**src/rtl/aibcr3_rambit_wr_if.sv**
```systemverilog
// Serial CSR chain and rambit configuration bundle between a chain driver and the rambit writer.
interface aibcr3_rambit_wr_if #(
    parameter int NBITS = 64
);
    logic             csr_en;
    logic             csr_in;
    logic             csr_commit;
    logic             csr_out;
    logic [NBITS-1:0] rambit_out;
    logic             cfg_rdy;
    logic             cfg_busy;
    logic             cfg_err;

    modport master (
        output csr_en,
        output csr_in,
        output csr_commit,
        input  csr_out,
        input  rambit_out,
        input  cfg_rdy,
        input  cfg_busy,
        input  cfg_err
    );

    modport slave (
        input  csr_en,
        input  csr_in,
        input  csr_commit,
        output csr_out,
        output rambit_out,
        output cfg_rdy,
        output cfg_busy,
        output cfg_err
    );
endinterface

```
**src/rtl/aibcr3_rambit_wr.sv**
```systemverilog
// Shifts a config frame into a shadow register and commits it atomically to the rambit outputs.
// Commit sampled at edge N is visible on rambit_out/cfg_rdy after edge N+1; no backpressure.
module aibcr3_rambit_wr #(
    parameter int NBITS = 64,
    parameter int CNTW  = 7
) (
    input  logic              csr_clk,
    input  logic              csr_rstn,
    input  logic              vcc,
    input  logic              vssl,
    aibcr3_rambit_wr_if.slave bus
);
    typedef enum logic [2:0] {
        IDLE   = 3'd0,
        SHIFT  = 3'd1,
        FULL   = 3'd2,
        COMMIT = 3'd3,
        DONE   = 3'd4
    } state_t;

    localparam logic [CNTW-1:0] CNT_FULL = CNTW'(NBITS);
    localparam logic [CNTW-1:0] CNT_LAST = CNTW'(NBITS - 1);

    state_t           state;
    state_t           state_next;
    logic [NBITS-1:0] shadow;
    logic [NBITS-1:0] rambit;
    logic [CNTW-1:0]  count;
    logic [CNTW-1:0]  count_next;
    logic             rdy;
    logic             err;
    logic             do_shift;
    logic             err_set;
    logic             unused_supply;

    // Supply pins carry no logic; tie them off so they are not flagged as dangling.
    assign unused_supply = vcc & vssl;

    always_ff @(posedge csr_clk) begin
        if (!csr_rstn) begin
            state <= IDLE;
        end else begin
            state <= state_next;
        end
    end

    always_comb begin
        state_next = state;
        case (state)
            IDLE, DONE: begin
                if (bus.csr_en) begin
                    state_next = SHIFT;
                end else if (bus.csr_commit) begin
                    state_next = IDLE;
                end
            end
            SHIFT: begin
                if (bus.csr_en) begin
                    state_next = (count == CNT_LAST) ? FULL : SHIFT;
                end else if (bus.csr_commit) begin
                    state_next = IDLE;
                end
            end
            FULL: begin
                if (bus.csr_commit && !bus.csr_en) begin
                    state_next = COMMIT;
                end
            end
            COMMIT:  state_next = DONE;
            default: state_next = IDLE;
        endcase
    end

    // A commit colliding with a shift is a protocol error; the shift still happens.
    always_comb begin
        do_shift   = 1'b0;
        err_set    = 1'b0;
        count_next = count;
        case (state)
            IDLE, DONE: begin
                if (bus.csr_en) begin
                    do_shift   = 1'b1;
                    err_set    = bus.csr_commit;
                    count_next = CNTW'(1);
                end else if (bus.csr_commit) begin
                    err_set    = 1'b1;
                    count_next = '0;
                end
            end
            SHIFT: begin
                if (bus.csr_en) begin
                    do_shift   = 1'b1;
                    err_set    = bus.csr_commit;
                    count_next = (count == CNT_FULL) ? count : count + CNTW'(1);
                end else if (bus.csr_commit) begin
                    err_set    = 1'b1;
                    count_next = '0;
                end
            end
            FULL: begin
                if (bus.csr_en) begin
                    do_shift   = 1'b1;
                    err_set    = bus.csr_commit;
                    count_next = CNT_FULL;
                end
            end
            COMMIT:  count_next = '0;
            default: count_next = '0;
        endcase
    end

    always_ff @(posedge csr_clk) begin
        if (!csr_rstn) begin
            shadow <= '0;
            count  <= '0;
            rambit <= '0;
            rdy    <= 1'b0;
            err    <= 1'b0;
        end else begin
            count <= count_next;
            if (do_shift) begin
                shadow <= {shadow[NBITS-2:0], bus.csr_in};
            end
            // Shadow is frozen during COMMIT; a shift attempted there flags an error
            // that overrides the clear from the otherwise successful commit.
            if (state == COMMIT) begin
                rambit <= shadow;
                rdy    <= 1'b1;
                err    <= bus.csr_en;
            end else if (err_set) begin
                err <= 1'b1;
            end
        end
    end

    assign bus.csr_out    = shadow[NBITS-1];
    assign bus.rambit_out = rambit;
    assign bus.cfg_rdy    = rdy;
    assign bus.cfg_err    = err;
    assign bus.cfg_busy   = (state == SHIFT) || (state == FULL);

endmodule

```
**src/flat_wrapper.sv**
```systemverilog
// flat-port wrapper written by rule: the top's interface ports become plain ports
module aibcr3_rambit_wr_flat 
#(
    parameter int NBITS = 64,
    parameter int CNTW  = 7
)
  (csr_clk, csr_rstn, vcc, vssl, bus_csr_en, bus_csr_in, bus_csr_commit, bus_csr_out, bus_rambit_out, bus_cfg_rdy, bus_cfg_busy, bus_cfg_err);
  aibcr3_rambit_wr_if #(.NBITS(NBITS)) bus_i ();
  input  logic csr_clk;
  input  logic csr_rstn;
  input  logic vcc;
  input  logic vssl;
  input wire logic [$bits(bus_i.csr_en)-1:0] bus_csr_en;
  input wire logic [$bits(bus_i.csr_in)-1:0] bus_csr_in;
  input wire logic [$bits(bus_i.csr_commit)-1:0] bus_csr_commit;
  output wire logic [$bits(bus_i.csr_out)-1:0] bus_csr_out;
  output wire logic [$bits(bus_i.rambit_out)-1:0] bus_rambit_out;
  output wire logic [$bits(bus_i.cfg_rdy)-1:0] bus_cfg_rdy;
  output wire logic [$bits(bus_i.cfg_busy)-1:0] bus_cfg_busy;
  output wire logic [$bits(bus_i.cfg_err)-1:0] bus_cfg_err;
  assign bus_i.csr_en = bus_csr_en;
  assign bus_i.csr_in = bus_csr_in;
  assign bus_i.csr_commit = bus_csr_commit;
  assign bus_csr_out = bus_i.csr_out;
  assign bus_rambit_out = bus_i.rambit_out;
  assign bus_cfg_rdy = bus_i.cfg_rdy;
  assign bus_cfg_busy = bus_i.cfg_busy;
  assign bus_cfg_err = bus_i.cfg_err;
  aibcr3_rambit_wr #(.NBITS(NBITS), .CNTW(CNTW)) u_core (.csr_clk(csr_clk), .csr_rstn(csr_rstn), .vcc(vcc), .vssl(vssl), .bus(bus_i));
endmodule
```
**config.mk**
```make
export PLATFORM = sky130hd
export DESIGN_NAME = aibcr3_rambit_wr_flat
export DESIGN_NICKNAME = d
export VERILOG_FILES = /design/src/rtl/aibcr3_rambit_wr_if.sv /design/src/rtl/aibcr3_rambit_wr.sv /design/src/flat_wrapper.sv
export SDC_FILE = /design/constraint.sdc
export NUM_CORES = 1
export LEC_CHECK = 0
export CAP_MARGIN = 25
export CORE_MARGIN = 10
export CORE_UTILIZATION = 50
export CTS_BUF_LIST = sky130_fd_sc_hd__clkbuf_4 sky130_fd_sc_hd__clkbuf_8
export DETAILED_ROUTE_END_ITERATION = 10
export GPL_TIMING_DRIVEN = 0
export PLACE_DENSITY = 0.73
export SKIP_CTS_REPAIR_TIMING = 1
export SLEW_MARGIN = 40
export SYNTH_ARGS = -nofsm -noshare
export SYNTH_HDL_FRONTEND = slang
export SYNTH_SLANG_ARGS = --single-unit
```
**constraint.sdc**
```tcl
create_clock -name csr_clk -period 4.54 [get_ports csr_clk]
set_input_delay 0.908 -clock csr_clk [delete_from_list [all_inputs] [get_ports csr_clk]]
set_output_delay 0.908 -clock csr_clk [all_outputs]
set_load 0.05 [all_outputs]
```
==> reports/results.ini, run 1 <==
[clocking]
clock_latency_ns=0.44
clockRootBuffer=clkbuf_8
cts_tree=yes
clock_tree.buffer_depth=2
cts.clk_slew.worst_paths_ns=0.08
cts_buffers=17
htree_levels=4
numClockSinks=140

[drt]
drt_pass1_iterations=7
ant_nets=0
dr_total_vias=4589
viasPerCell=5.07
remaining_drc_errors=0
wl_per_cell_um=13.4
drtIter0Drc=290
routed_wl_um=12200

[worst_hold_path]
min_path_cells=2
hp-start=u_core.bus.rambit_out[40]
hold_path_class=reg -> reg

[timing]
period_minus_slack_ns=3.11
tightest_slew_ns=0.623
skew_ns=0.00747
rsz0062_at_grt=false
max-slew-margin-rel=0.585
fin_ws_ns=1.43
setup_viol=0
drv_slew=0
hold_viol_final=0
setup_tns_ns=0
finalCritPeriodShare=0.685
fmax_mhz=322

[placed_design]
dp.cells=873
io_buffers=72
dp_slack_ns=1.79
place_hpwl_um=8550
gp_congestion=0.895

[floorplanning]
die_area_um2=14800
core-area_um2=10200
initial_core_util=0.507
ioPinCount=75
fp.dieW_um=122
die_h_um=122
row_count=37

[final_layout]
layout.nets=765
antenna_cells=0
layout-drive-gt1-share=0.0832
areaGrowthSynthToFinish_pct=25.9
fillers=918
seq_area_um2=2800
finish.utilization=0.639
final_cell_mix=268 x nand2_1, 140 x dfxtp_1, 139 x a21oi_1
layout_commonest_cell=nand2_1
layout.cells.non_filler=905
multiInputGateArea_um2=2120

[power_and_ir_drop]
p_leak_nw=2.12
p_seq_frac=0.508
totalPowerFinal_mw=2.43
max-vdd-ir-drop_mv=0.244
power_frac_comb=0.036
clkPwrFrac=0.456
power.switching_mw=0.555
switching_share=0.228
p_int_mw=1.87
powerDensity_nw_per_um2=374

[setup_path]
crit_required_ns=3.63
slowest_stage=clkdlybuf4s50_1
cp.depth=4
startpoint_type=flop
cp_top_family=buffers and inverters
cp-end-kind=primary output
cp_slowest_stage_delay_ns=0.84
cp_num_buf_inv=2
worstPathArrival_ns=2.20
path_max_fanout=10
crit_chain=buf_2 -> nand2_1 -> a21oi_1 -> clkdlybuf4s50_1
path_class=reg -> out
worstRegToRegCells=7
crit_path_start=u_core.state[1]
r2r-start=u_core.state[1]

[global_route]
track_usage=0.168
antenna_found_initial=0
grt_max_degree=17
gr-total-overflow=0
first_global_vias=4443
grt_pass1_wl_um=20500

[logic_synthesis]
netlist_instances=665
ys_types=37
synth_seq_cells=140
synth_nets=674
synth_area_leaders=dfxtp_1 54%, nand2_1 19%, a21oi_1 13%
netlist_area_um2=5170
avgSynthCellArea_um2=7.77
synth_area_leader_cell=dfxtp_1
ys_warn_count=0
ys_seq_area_frac=0.542
synth_top_area_share=0.542

[run]
max_cap_viol_count=0

[run_status]
status=completed

[path summary, 6_finish.rpt]
| check | end | slack (ns) |
|---|---|---|
| worst min register to register | u_core.bus.rambit_out[40] | 0.46 |
| worst max register to register | u_core.bus.rambit_out[58] | 2.82 |
| worst max-delay path | bus_cfg_busy | 1.43 |
| worst min-delay path | u_core.bus.rambit_out[40] | 0.46 |
[sequential cells by signal, indices dropped and copies added (netlist names)]
signal,cells
u_core.bus.cfg_err,1
u_core.bus.cfg_rdy,1
u_core.bus.rambit_out,64
u_core.count,7
u_core.shadow,64
u_core.state,3
[routing by layer]
layer | up-vias | GRT usage | wire, um | part of all wire
li1 | 2356 | - | - | -
met1 | 2124 | 0.198 | 5400 | 0.44
met2 | 94 | 0.278 | 5890 | 0.48
met3 | 15 | 0.0583 | 727 | 0.060
met4 | 0 | 0.0604 | 146 | 0.012
met5 | - | 0 | 0 | 0
[cells in the mapped netlist]
cell and n:
a211oi_1 2, a21boi_0 1, a21o_1 1, a21oi_1 139, a221oi_1 1, a31o_4 1, a31oi_1 3, a41oi_1 1
and3_1 2, buf_2 18, buf_4 7, clkbuf_1 21, dfxtp_1 140, ha_1 2, inv_1 3, inv_2 3
mux2i_1 1, nand2_1 268, nand2b_1 1, nand3_1 9, nand4_1 1, nor2_1 12, nor2b_1 4, nor3_1 3
nor3_2 1, nor4b_1 1, nor4b_2 1, nor4bb_1 1, o211ai_1 1, o21a_1 1, o21ai_0 7, o21ai_1 2
o21ai_2 1, o22ai_1 1, o31ai_1 1, or3_1 2, or4_1 1
[worst reg2reg max path, stage by stage (launching register included)]
cell and delay, ns:
dfxtp_1 0.38, buf_2 0.24, inv_2 0.09, nor3_2 0.20
buf_2 0.31, buf_4 0.23, nand2_1 0.08, a21oi_1 0.12
[final cells by class]
cell class / count / share of cell area
buffer: 46 / 0.0340
multi-input combinational: 473 / 0.326
tap: 136 / 0.0262
sequential: 140 / 0.431
inverter: 6 / 0.00346
clock buffer: 19 / 0.0392
timing repair buffer: 72 / 0.111
clock inverter: 13 / 0.0294
[kinds of logic (layout without fill, tap and decap cells)]
group / count (synthesis) / count (layout) / synth area share
AND/OR/NAND/NOR: 307 / 307 / 0.237
AO/OA/AOI/OAI: 163 / 163 / 0.167
flip-flops: 140 / 140 / 0.542
buffers and inverters: 52 / 156 / 0.0472
adder cells (fa/ha/maj): 2 / 2 / 0.00484
multiplexers: 1 / 1 / 0.00194
[power by group through the flow]
stage	Sequential, mW	Clock [mW]	Combinational [mW]
floorplan	1.26	0	0.0585
global placement	1.26	0	0.0865
detailed placement	1.26	0	0.0881
CTS	1.23	1.12	0.0888
global route	1.23	1.17	0.0992
finish	1.23	1.11	0.0885
[through the flow]
stage	hold WS, ns	cell area [um2]
6_report	0.455	6510
3_3_place_gp	0.445	6060
5_1_grt	0.477	6510
2_1_floorplan	0.445	5170
3_5_place_dp	0.446	6060
4_1_cts	0.458	6510
No activity file was read; power rests on OpenSTA's default activity.
==> run 2, diff against run 1 <==
Clock period 4.54 ns to 3.1 ns, I/O delays scaled along.
==> results of run 2 <==
The final DEF is identical to that of run 1. Status: completed.
Main changes from that run: setup slack after placement 1.79 ns -> 0.634 ns; setup slack after layout 1.43 ns -> 0.278 ns; register-to-register setup slack 2.82 ns -> 1.38 ns; total power 2.43 mW -> 3.56 mW; worst IR drop on VDD 0.244 mV -> 0.358 mV
==> run 3, diff against run 2 <==
Settings changed: CAP_MARGIN 25 to 5, GPL_ROUTABILITY_DRIVEN set to 0.
==> results of run 3 <==
The final DEF is identical to that of run 1. Status: completed.
Main changes from that run: setup slack after placement 1.79 ns -> 0.634 ns; setup slack after layout 1.43 ns -> 0.278 ns; register-to-register setup slack 2.82 ns -> 1.38 ns; total power 2.43 mW -> 3.56 mW; worst IR drop on VDD 0.244 mV -> 0.358 mV
